--- config.mk ---
export PLATFORM = sky130hd
export DESIGN_NAME = dot_product_8bits
export DESIGN_NICKNAME = d
export VERILOG_FILES = /design/src/rtl/dot_product_pkg.sv /design/src/rtl/multiplier_8bits_version4.sv /design/src/rtl/dot_product_8bits.sv
export SDC_FILE = /design/constraint.sdc
export NUM_CORES = 1
export LEC_CHECK = 0
export CORE_UTILIZATION = 40
export DETAILED_ROUTE_END_ITERATION = 6
export DONT_BUFFER_PORTS = 1
export PLACE_DENSITY = 0.55
export SYNTH_ARGS = -nofsm -noshare
export SYNTH_HDL_FRONTEND = slang
export SYNTH_SLANG_ARGS = --single-unit
--- constraint.sdc ---
create_clock -name clk -period 2.6 [get_ports clk]
set_input_delay 0.65 -clock clk [delete_from_list [all_inputs] [get_ports clk]]
set_output_delay 0.65 -clock clk [all_outputs]
set_load 0.02 [all_outputs]
--- src/rtl/dot_product_pkg.sv ---
// Shared types and default sizing for the dot-product engine.
package dot_product_pkg;

    typedef enum logic [1:0] {
        IDLE  = 2'd0,
        RUN   = 2'd1,
        DRAIN = 2'd2,
        DONE  = 2'd3
    } state_t;

    localparam int LEN_W           = 5;
    localparam int ACC_W_DEFAULT   = 20;
    localparam int LEN_MAX_DEFAULT = 16;

endpackage

--- src/rtl/multiplier_8bits_version4.sv ---
// Combinational unsigned 8x8 multiplier built as a sum of shifted partial products.
module multiplier_8bits_version4 (
    output logic [15:0] product,
    input  logic [7:0]  A,
    input  logic [7:0]  B
);

    always_comb begin
        product = '0;
        for (int i = 0; i < 8; i++) begin
            if (B[i]) begin
                product = product + (16'(A) << i);
            end
        end
    end

endmodule

--- src/rtl/dot_product_8bits.sv ---
// Streaming dot-product engine: multiplies accepted operand pairs, registers each
// product, and accumulates a programmable number of terms into a held result.
module dot_product_8bits
    import dot_product_pkg::*;
#(
    parameter int ACC_W   = ACC_W_DEFAULT,
    parameter int LEN_MAX = LEN_MAX_DEFAULT
) (
    input  logic             clk,
    input  logic             rst,
    input  logic             start,
    input  logic [4:0]       len,
    input  logic             in_valid,
    output logic             in_ready,
    input  logic [7:0]       a,
    input  logic [7:0]       b,
    output logic             out_valid,
    input  logic             out_ready,
    output logic [ACC_W-1:0] result,
    output logic             overflow,
    output logic             busy,
    output logic [1:0]       dbg_state
);

    // Handshakes: a transfer happens in a cycle where valid && ready are both high
    // at the rising clock edge; out_valid is held, with result stable, until out_ready.

    state_t             state, state_n;
    logic [LEN_W-1:0]   remaining;
    logic [LEN_W-1:0]   len_clamped;
    logic [15:0]        product;
    logic [15:0]        prod_q;
    logic               prod_v;
    logic [ACC_W-1:0]   acc;
    logic               ovf;
    logic [ACC_W:0]     sum;
    logic               beat;
    logic               job_start;

    multiplier_8bits_version4 u_mult (
        .product (product),
        .A       (a),
        .B       (b)
    );

    assign len_clamped = (len > LEN_W'(LEN_MAX)) ? LEN_W'(LEN_MAX) : len;
    assign in_ready    = (state == RUN);
    assign beat        = in_valid && in_ready;
    assign job_start   = (state == IDLE) && start;
    // One extra bit catches the carry out of the accumulator for the sticky flag.
    assign sum         = {1'b0, acc} + {{(ACC_W - 15){1'b0}}, prod_q};

    assign out_valid = (state == DONE);
    assign busy      = (state != IDLE);
    assign result    = acc;
    assign overflow  = ovf;
    assign dbg_state = state;

    always_comb begin
        state_n = state;
        case (state)
            IDLE:    if (start) state_n = (len_clamped == '0) ? DONE : RUN;
            RUN:     if (beat && remaining == LEN_W'(1)) state_n = DRAIN;
            DRAIN:   state_n = DONE;
            DONE:    if (out_ready) state_n = IDLE;
            default: state_n = IDLE;
        endcase
    end

    always_ff @(posedge clk or posedge rst) begin
        if (rst) begin
            state     <= IDLE;
            remaining <= '0;
            prod_q    <= '0;
            prod_v    <= 1'b0;
            acc       <= '0;
            ovf       <= 1'b0;
        end else begin
            state  <= state_n;
            prod_v <= beat;
            if (beat) begin
                prod_q    <= product;
                remaining <= remaining - LEN_W'(1);
            end
            if (job_start) begin
                remaining <= len_clamped;
                acc       <= '0;
                ovf       <= 1'b0;
            end else if (prod_v) begin
                acc <= sum[ACC_W-1:0];
                ovf <= ovf | sum[ACC_W];
            end
        end
    end

endmodule
==> results of run 1 <==
==> synth_stat cells, types with 5 or more instances <==
| master | instances | area share [%] |
|---|---|---|
| ha_1 | 81 | 18 |
| a21oi_1 | 59 | 5.2 |
| nor2_1 | 57 | 3.7 |
| nand2_1 | 54 | 3.5 |
| o21ai_0 | 52 | 4.6 |
| inv_1 | 50 | 3.3 |
| dfrtp_1 | 45 | 20 |
| xnor2_1 | 39 | 6.0 |
| a21o_1 | 26 | 3.4 |
| mux2i_1 | 17 | 3.0 |
| xor2_1 | 15 | 2.3 |
| clkbuf_1 | 14 | 0.92 |
| nor3_1 | 13 | 1.1 |
| nor2b_1 | 12 | 1.3 |
| o21a_1 | 12 | 1.6 |
| a211oi_1 | 10 | 1.3 |
| nand3_1 | 9 | 0.79 |
| fa_1 | 8 | 2.8 |
| or3_1 | 7 | 0.77 |
| a31oi_1 | 6 | 0.66 |
| and2_1 | 6 | 0.66 |
| and3_1 | 6 | 0.66 |
| nand2b_1 | 6 | 0.66 |
| nand4_1 | 6 | 0.66 |
| o22ai_1 | 6 | 0.66 |
| o31ai_1 | 6 | 0.79 |
| mux2_2 | 5 | 0.99 |
| nand3b_1 | 5 | 0.66 |
| nor4_1 | 5 | 0.55 |
==> registers in the layout (all words and copies together) (netlist names) <==
register,flops
result,20
prod_v,1
dbg_state,2
remaining,5
overflow,1
prod_q,16
==> layer usage <==
layer / vias to the layer above / GRT usage (%) / wire (um)
met5: - / 0 / 0
met4: 0 / 5.48 / 181
met3: 15 / 3.52 / 691
met2: 87 / 38.6 / 7680
met1: 2611 / 29.2 / 7210
li1: 2829 / - / -
==> report_power, final <==
group | leakage [nW] | switching, mW | internal (mW) | total [mW]
registers | 0.582 | 0.328 | 0.972 | 1.30
logic | 3.12 | 2.77 | 3.13 | 5.91
clock network | 0.0841 | 0.254 | 0.480 | 0.734
==> cells in the final DEF (no fill, tap or decap), types with 7 or more instances in the layout <==
| master | n |
|---|---|
| a211oi_1 | 9 |
| a21o_1 | 26 |
| a21oi_1 | 39 |
| a21oi_2 | 17 |
| buf_4 | 161 |
| dfrtp_1 | 45 |
| ha_1 | 60 |
| ha_4 | 17 |
| inv_1 | 43 |
| mux2i_1 | 16 |
| nand2_1 | 52 |
| nand3_1 | 7 |
| nor2_1 | 55 |
| nor2b_1 | 9 |
| nor3_1 | 11 |
| o21a_1 | 12 |
| o21ai_0 | 30 |
| o21ai_1 | 13 |
| o21ai_2 | 10 |
| xnor2_1 | 28 |
| xnor2_2 | 11 |
| xor2_1 | 14 |
==> kinds of logic (layout without fill, tap and decap cells) <==
kind of cell,Yosys count,count (layout)
compound gates,219,219
simple gates,199,199
fa+ha+maj,91,91
buf+inv,73,222
xor+xnor,54,54
flops,45,45
mux,23,23
==> critical path: cells and delay by family <==
| family | cells | cell delay, ps |
|---|---|---|
| compound gates | 20 | 3190 |
| fa+ha+maj | 8 | 2260 |
| mux | 1 | 270 |
| xor+xnor | 4 | 440 |
| simple gates | 9 | 910 |
| buf+inv | 3 | 370 |
==> layout make-up <==
type / instances / share of cell area (%)
sequential: 45 / 14.2
clock buffer: 7 / 1.80
tap: 180 / 2.85
timing repair buffer: 163 / 15.6
inverter: 51 / 2.45
clock inverter: 1 / 0.379
multi-input combinational: 586 / 62.7
==> path summary, 6_finish.rpt <==
path,from,to,slack (ps),cells past startpoint
max in group asynchronous,rst,prod_q[5]$_DFFE_PP0P_,1800,2
worst max register to register,result[0]$_DFFE_PP0P_,result[18]$_DFFE_PP0P_,200,11
worst min-delay path,rst,result[6]$_DFFE_PP0P_,260,1
worst min register to register,prod_q[0]$_DFFE_PP0P_,prod_q[0]$_DFFE_PP0P_,470,2
min in group clk,prod_q[0]$_DFFE_PP0P_,prod_q[0]$_DFFE_PP0P_,470,2
worst max-delay path,b[0],prod_q[15]$_DFFE_PP0P_,-5300,45
==> through the flow <==
stage          util [%]  TNS, ps
5_1_grt            57.0   -55380
6_report           57.0   -50800
3_5_place_dp       50.8   -58140
2_1_floorplan         -   -51230
3_3_place_gp       50.8   -56960
4_1_cts            55.0   -50520
==> what timing repair did <==
item | in CTS | in global routing
endpoints found under the setup margin | 13 | 17
resized for setup | 50 | 46
pin swaps | 32 | 36
buffers inserted | 24 | 9
==> impl_metrics.yaml, run 1 <==
status:
  status: "complete, but fails checks"
  violations: "setup timing"
finish:
  antenna_cells: 0
  multi_input_area_um2: 4970
  fin_area_um2: 7920
  fin_cells: 1033
  synthToLayoutAreaGrowth_pct: 38.6
  layout.nets: 967
  nFillCells: 1262
  layout-drive-gt1-share_pct: 34.7
  seq_area_um2: 1130
clock_network:
  cts_max_level: 2
  cts_inserted_buffers: 5
  hold_buffers: 0
  clk_latency_ps: 290
  clk_pin_slew_ps: 60
  cts_tree: "built"
  clock-sinks: 45
  clockBufferDepth: 2
  cts_root_buf: "clkbuf_16"
timing:
  period_needed_ps: 7900
  max_slew.worst_pin.slew_ps: 518
  fin_ws_ps: -5300
  max_freq_mhz: 127
  rsz0062_at_grt: "yes"
  relSlewSlack_pct: 65.4
  min_period_over_period_pct: 304
  setup-violations-final: 13
  clock_skew_ps: 1.93
  hold_viol_final: 0
  timing.hold.ws_ps: 258
  slew_violations: 0
placed_design:
  detailed_place.area_um2: 7050
  gp_congestion: 0.883
  dp_cells: 994
  hpwlAfterDp_um: 12300
  io_buffers: 0
  preCtsSetupSlack_ps: -5920
die:
  die_width_um: 121
  die_h_um: 121
  core_um2: 13900
  std_cell_rows: 43
  ios: 52
  start_util_pct: 41.1
  dieArea_um2: 14800
synth:
  postSynthCellCount: 704
  synth_fp_nets: 819
  syn-cell-area_um2: 5710
  synth_seq_cells: 45
  synth.distinct_cells: 69
  syn_area_per_cell_um2: 8.11
  synth_mux_area_share_pct: 4.23
  synth_xor_area_share_pct: 8.28
  synth-seq-area-share_pct: 19.7
  synth_edf_count: 0
  synth_top_family_by_area: "compound AO/OA/AOI/OAI gates"
  synthFlopType: "dfrtp_1"
  ys_warn_count: 0
  async_flop_share_pct: 100
  synth-compound-area-share_pct: 24.8
  synthAdderAreaFrac_pct: 20.9
  yosys.area_share.simple_pct: 16.9
drt:
  dr.pass1.iters: 4
  ant_nets: 0
  wl_um: 15800
  first_iter_violations: 276
  vias: 5542
  detail_route.wl_per_cell_um: 15.3
  drc_errors: 0
  via_per_inst: 5.36
min_path:
  min_path_type: "input port to asynchronous set/reset pin"
pwr:
  vdd_drop_max_mv: 0.409
  cellPowerDensity_nw_per_um2: 1000
  p_leak_nw: 3.78
  finalPower_mw: 7.94
grt:
  grt_pass1_wl_um: 26800
  grt_overflow: 0
  track_usage_pct: 22.5
  grt_max_degree: 28
  antenna_found_initial: 0
  grt_pass1_vias: 5651
worst_setup_path:
  start_kind: "input port"
  crit_top_cell: "ha_4"
  path_class: "input port to flop"
  crit_path_top_delay_cell: "fa_2"
  worstPathRequired_ps: 2770
  end_kind: "flop"
  crit_fanout: 8
  crit_path_max_incr_delay_ps: 350
  cp.arrival_ps: 8070
flow_run:
  maxCapViolCount: 0
No activity file was read; power rests on OpenSTA's default activity.
==> run 2: changes to the inputs <==
--- a/config.mk
+++ b/config.mk
@@ -9,6 +9,7 @@
 export DETAILED_ROUTE_END_ITERATION = 6
 export DONT_BUFFER_PORTS = 1
 export PLACE_DENSITY = 0.55
+export SKIP_CTS_REPAIR_TIMING = 1
 export SYNTH_ARGS = -nofsm -noshare
 export SYNTH_HDL_FRONTEND = slang
 export SYNTH_SLANG_ARGS = --single-unit
==> impl_metrics.yaml, run 2 (same netlist as run 1, synthesis figures left out) <==
die:
  die_h_um: 121
  core_um2: 13900
  dieArea_um2: 14800
  start_util_pct: 41.1
  ios: 52
  die_width_um: 121
  std_cell_rows: 43
grt:
  antenna_found_initial: 0
  grt_max_degree: 28
  grt_pass1_wl_um: 25800
  grt_overflow: 0
  grt_pass1_vias: 5411
  track_usage_pct: 21.7
worst_setup_path:
  crit_fanout: 8
  crit_path_top_delay_cell: "fa_2"
  worstPathRequired_ps: 2780
  r2r-start: "result[0]$_DFFE_PP0P_"
  start_kind: "input port"
  cp.arrival_ps: 8180
  path_class: "input port to flop"
  startpoint: "b[0]"
  end_kind: "flop"
  crit_top_cell: "ha_4"
  crit_path_max_incr_delay_ps: 350
clock_network:
  cts_root_buf: "clkbuf_16"
  clock-sinks: 45
  cts_inserted_buffers: 5
  cts_max_level: 2
  clockBufferDepth: 2
  clk_pin_slew_ps: 60
  cts_tree: "built"
  clk_latency_ps: 290
finish:
  layout-drive-gt1-share_pct: 34.3
  layout_commonest_cell: "buf_4"
  seq_area_um2: 1130
  synthToLayoutAreaGrowth_pct: 37.7
  antenna_cells: 0
  largest_reg_flops: 20
  multi_input_area_um2: 4990
  nFillCells: 1280
  final_cell_mix: "buf_4, ha_1, nor2_1"
  post-route-util_pct: 56.7
  fin_area_um2: 7860
  layout.nets: 957
timing:
  max_slew.worst_pin.slew_ps: 515
  hold_viol_final: 0
  min_period_over_period_pct: 308
  setup-violations-final: 13
  max_freq_mhz: 125
  fin_ws_ps: -5400
  clock_skew_ps: 1.98
  rsz0062_at_grt: "yes"
  relSlewSlack_pct: 65.6
  slew_violations: 0
  period_needed_ps: 8000
drt:
  detail_route.wl_per_cell_um: 15.4
  first_iter_violations: 226
  drc_errors: 0
  wl_um: 15800
  vias: 5525
  dr.pass1.iters: 5
  ant_nets: 0
  via_per_inst: 5.40
placed_design:
  io_buffers: 0
  gp_congestion: 0.883
  hpwlAfterDp_um: 12300
  detailed_place.area_um2: 7050
pwr:
  p_sw_mw: 3.39
  finalPower_mw: 7.95
  p_sw_share_pct: 42.7
  p_leak_nw: 3.74
  power_frac_comb_pct: 74.4
  cellPowerDensity_nw_per_um2: 1010
  vdd_drop_max_mv: 0.421
  p_int_mw: 4.56
  p_seq_share_pct: 16.4
  clkPwrFrac_pct: 9.3
status:
  violations: "setup timing"
  status: "complete, but fails checks"
min_path:
  min_path_type: "input port to asynchronous set/reset pin"
flow_run:
  maxCapViolCount: 0
## run 2: cell count changes in the layout (fill, tap and decap cells not counted), moves of 2 or more
cell / before / now
a21oi_1: 39 / 35
a21oi_2: 17 / 21
xnor2_2: 11 / 13
xnor2_1: 28 / 26
buf_4: 161 / 150
o21ai_1: 13 / 15
## run 2: layout make-up
cell class                 count  area share [%]
inverter                      51            2.47
timing repair buffer         153            14.7
multi-input combinational    586            63.4
clock buffer                   7            1.81
sequential                    45            14.3
tap                          180            2.86
clock inverter                 1           0.382
## run 2: worst max-delay path, delay by kind of cell
kind / cells / cell delay (ps)
AND/OR/NAND/NOR: 9 / 1020
multiplexers: 1 / 280
adder cells (fa/ha/maj): 9 / 2460
buffers and inverters: 1 / 40
XOR/XNOR: 6 / 680
AO/OA/AOI/OAI: 18 / 3050
## run 2: through the flow
step | hold WS (ps) | instances | worst slack [ps] | TNS (ps)
floorplan | 443 | 704 | -5230 | -51230
global placement | 464 | 994 | -5820 | -56960
detailed placement | 467 | 994 | -5920 | -58140
CTS | 269 | 1002 | -5650 | -54600
global route | 292 | 1023 | -5770 | -55330
finish | 257 | 1023 | -5400 | -51490
## run 2: power by group through the flow
stage                     Combinational, mW  Sequential [mW]  Clock (mW)
after floorplan                        3.50             1.28           0
after global placement                 4.86             1.31           0
after detailed placement               4.99             1.32           0
after CTS                              5.02             1.31       0.752
after global routing                   6.53             1.34       0.788
final                                  5.91             1.30       0.736
## run 2: worst paths after layout
check                                    endpoint  slack, ps  cells past startpoint
hold / removal              result[6]$_DFFE_PP0P_        260                      1
setup reg to reg           result[18]$_DFFE_PP0P_        190                     11
setup / recovery           prod_q[13]$_DFFE_PP0P_      -5400                     44
max in group asynchronous   prod_q[2]$_DFFE_PP0P_       1790                      2
min in group clk            prod_q[0]$_DFFE_PP0P_        470                      2
hold reg to reg             prod_q[0]$_DFFE_PP0P_        470                      2
## run 2: routing by layer
layer	global-route usage [%]	routed length, um
met1	28.9	7500
met2	36.6	7570
met3	3.34	534
met4	4.78	185
met5	0	0
==> run 3: changes to the inputs <==
--- a/config.mk
+++ b/config.mk
@@ -8,6 +8,7 @@
 export CORE_UTILIZATION = 40
 export DETAILED_ROUTE_END_ITERATION = 6
 export DONT_BUFFER_PORTS = 1
+export GPL_ROUTABILITY_DRIVEN = 0
 export PLACE_DENSITY = 0.55
 export SKIP_CTS_REPAIR_TIMING = 1
 export SYNTH_ARGS = -nofsm -noshare
==> results of run 3 <==
Final layout, timing and power as in run 2 (identical DEF).
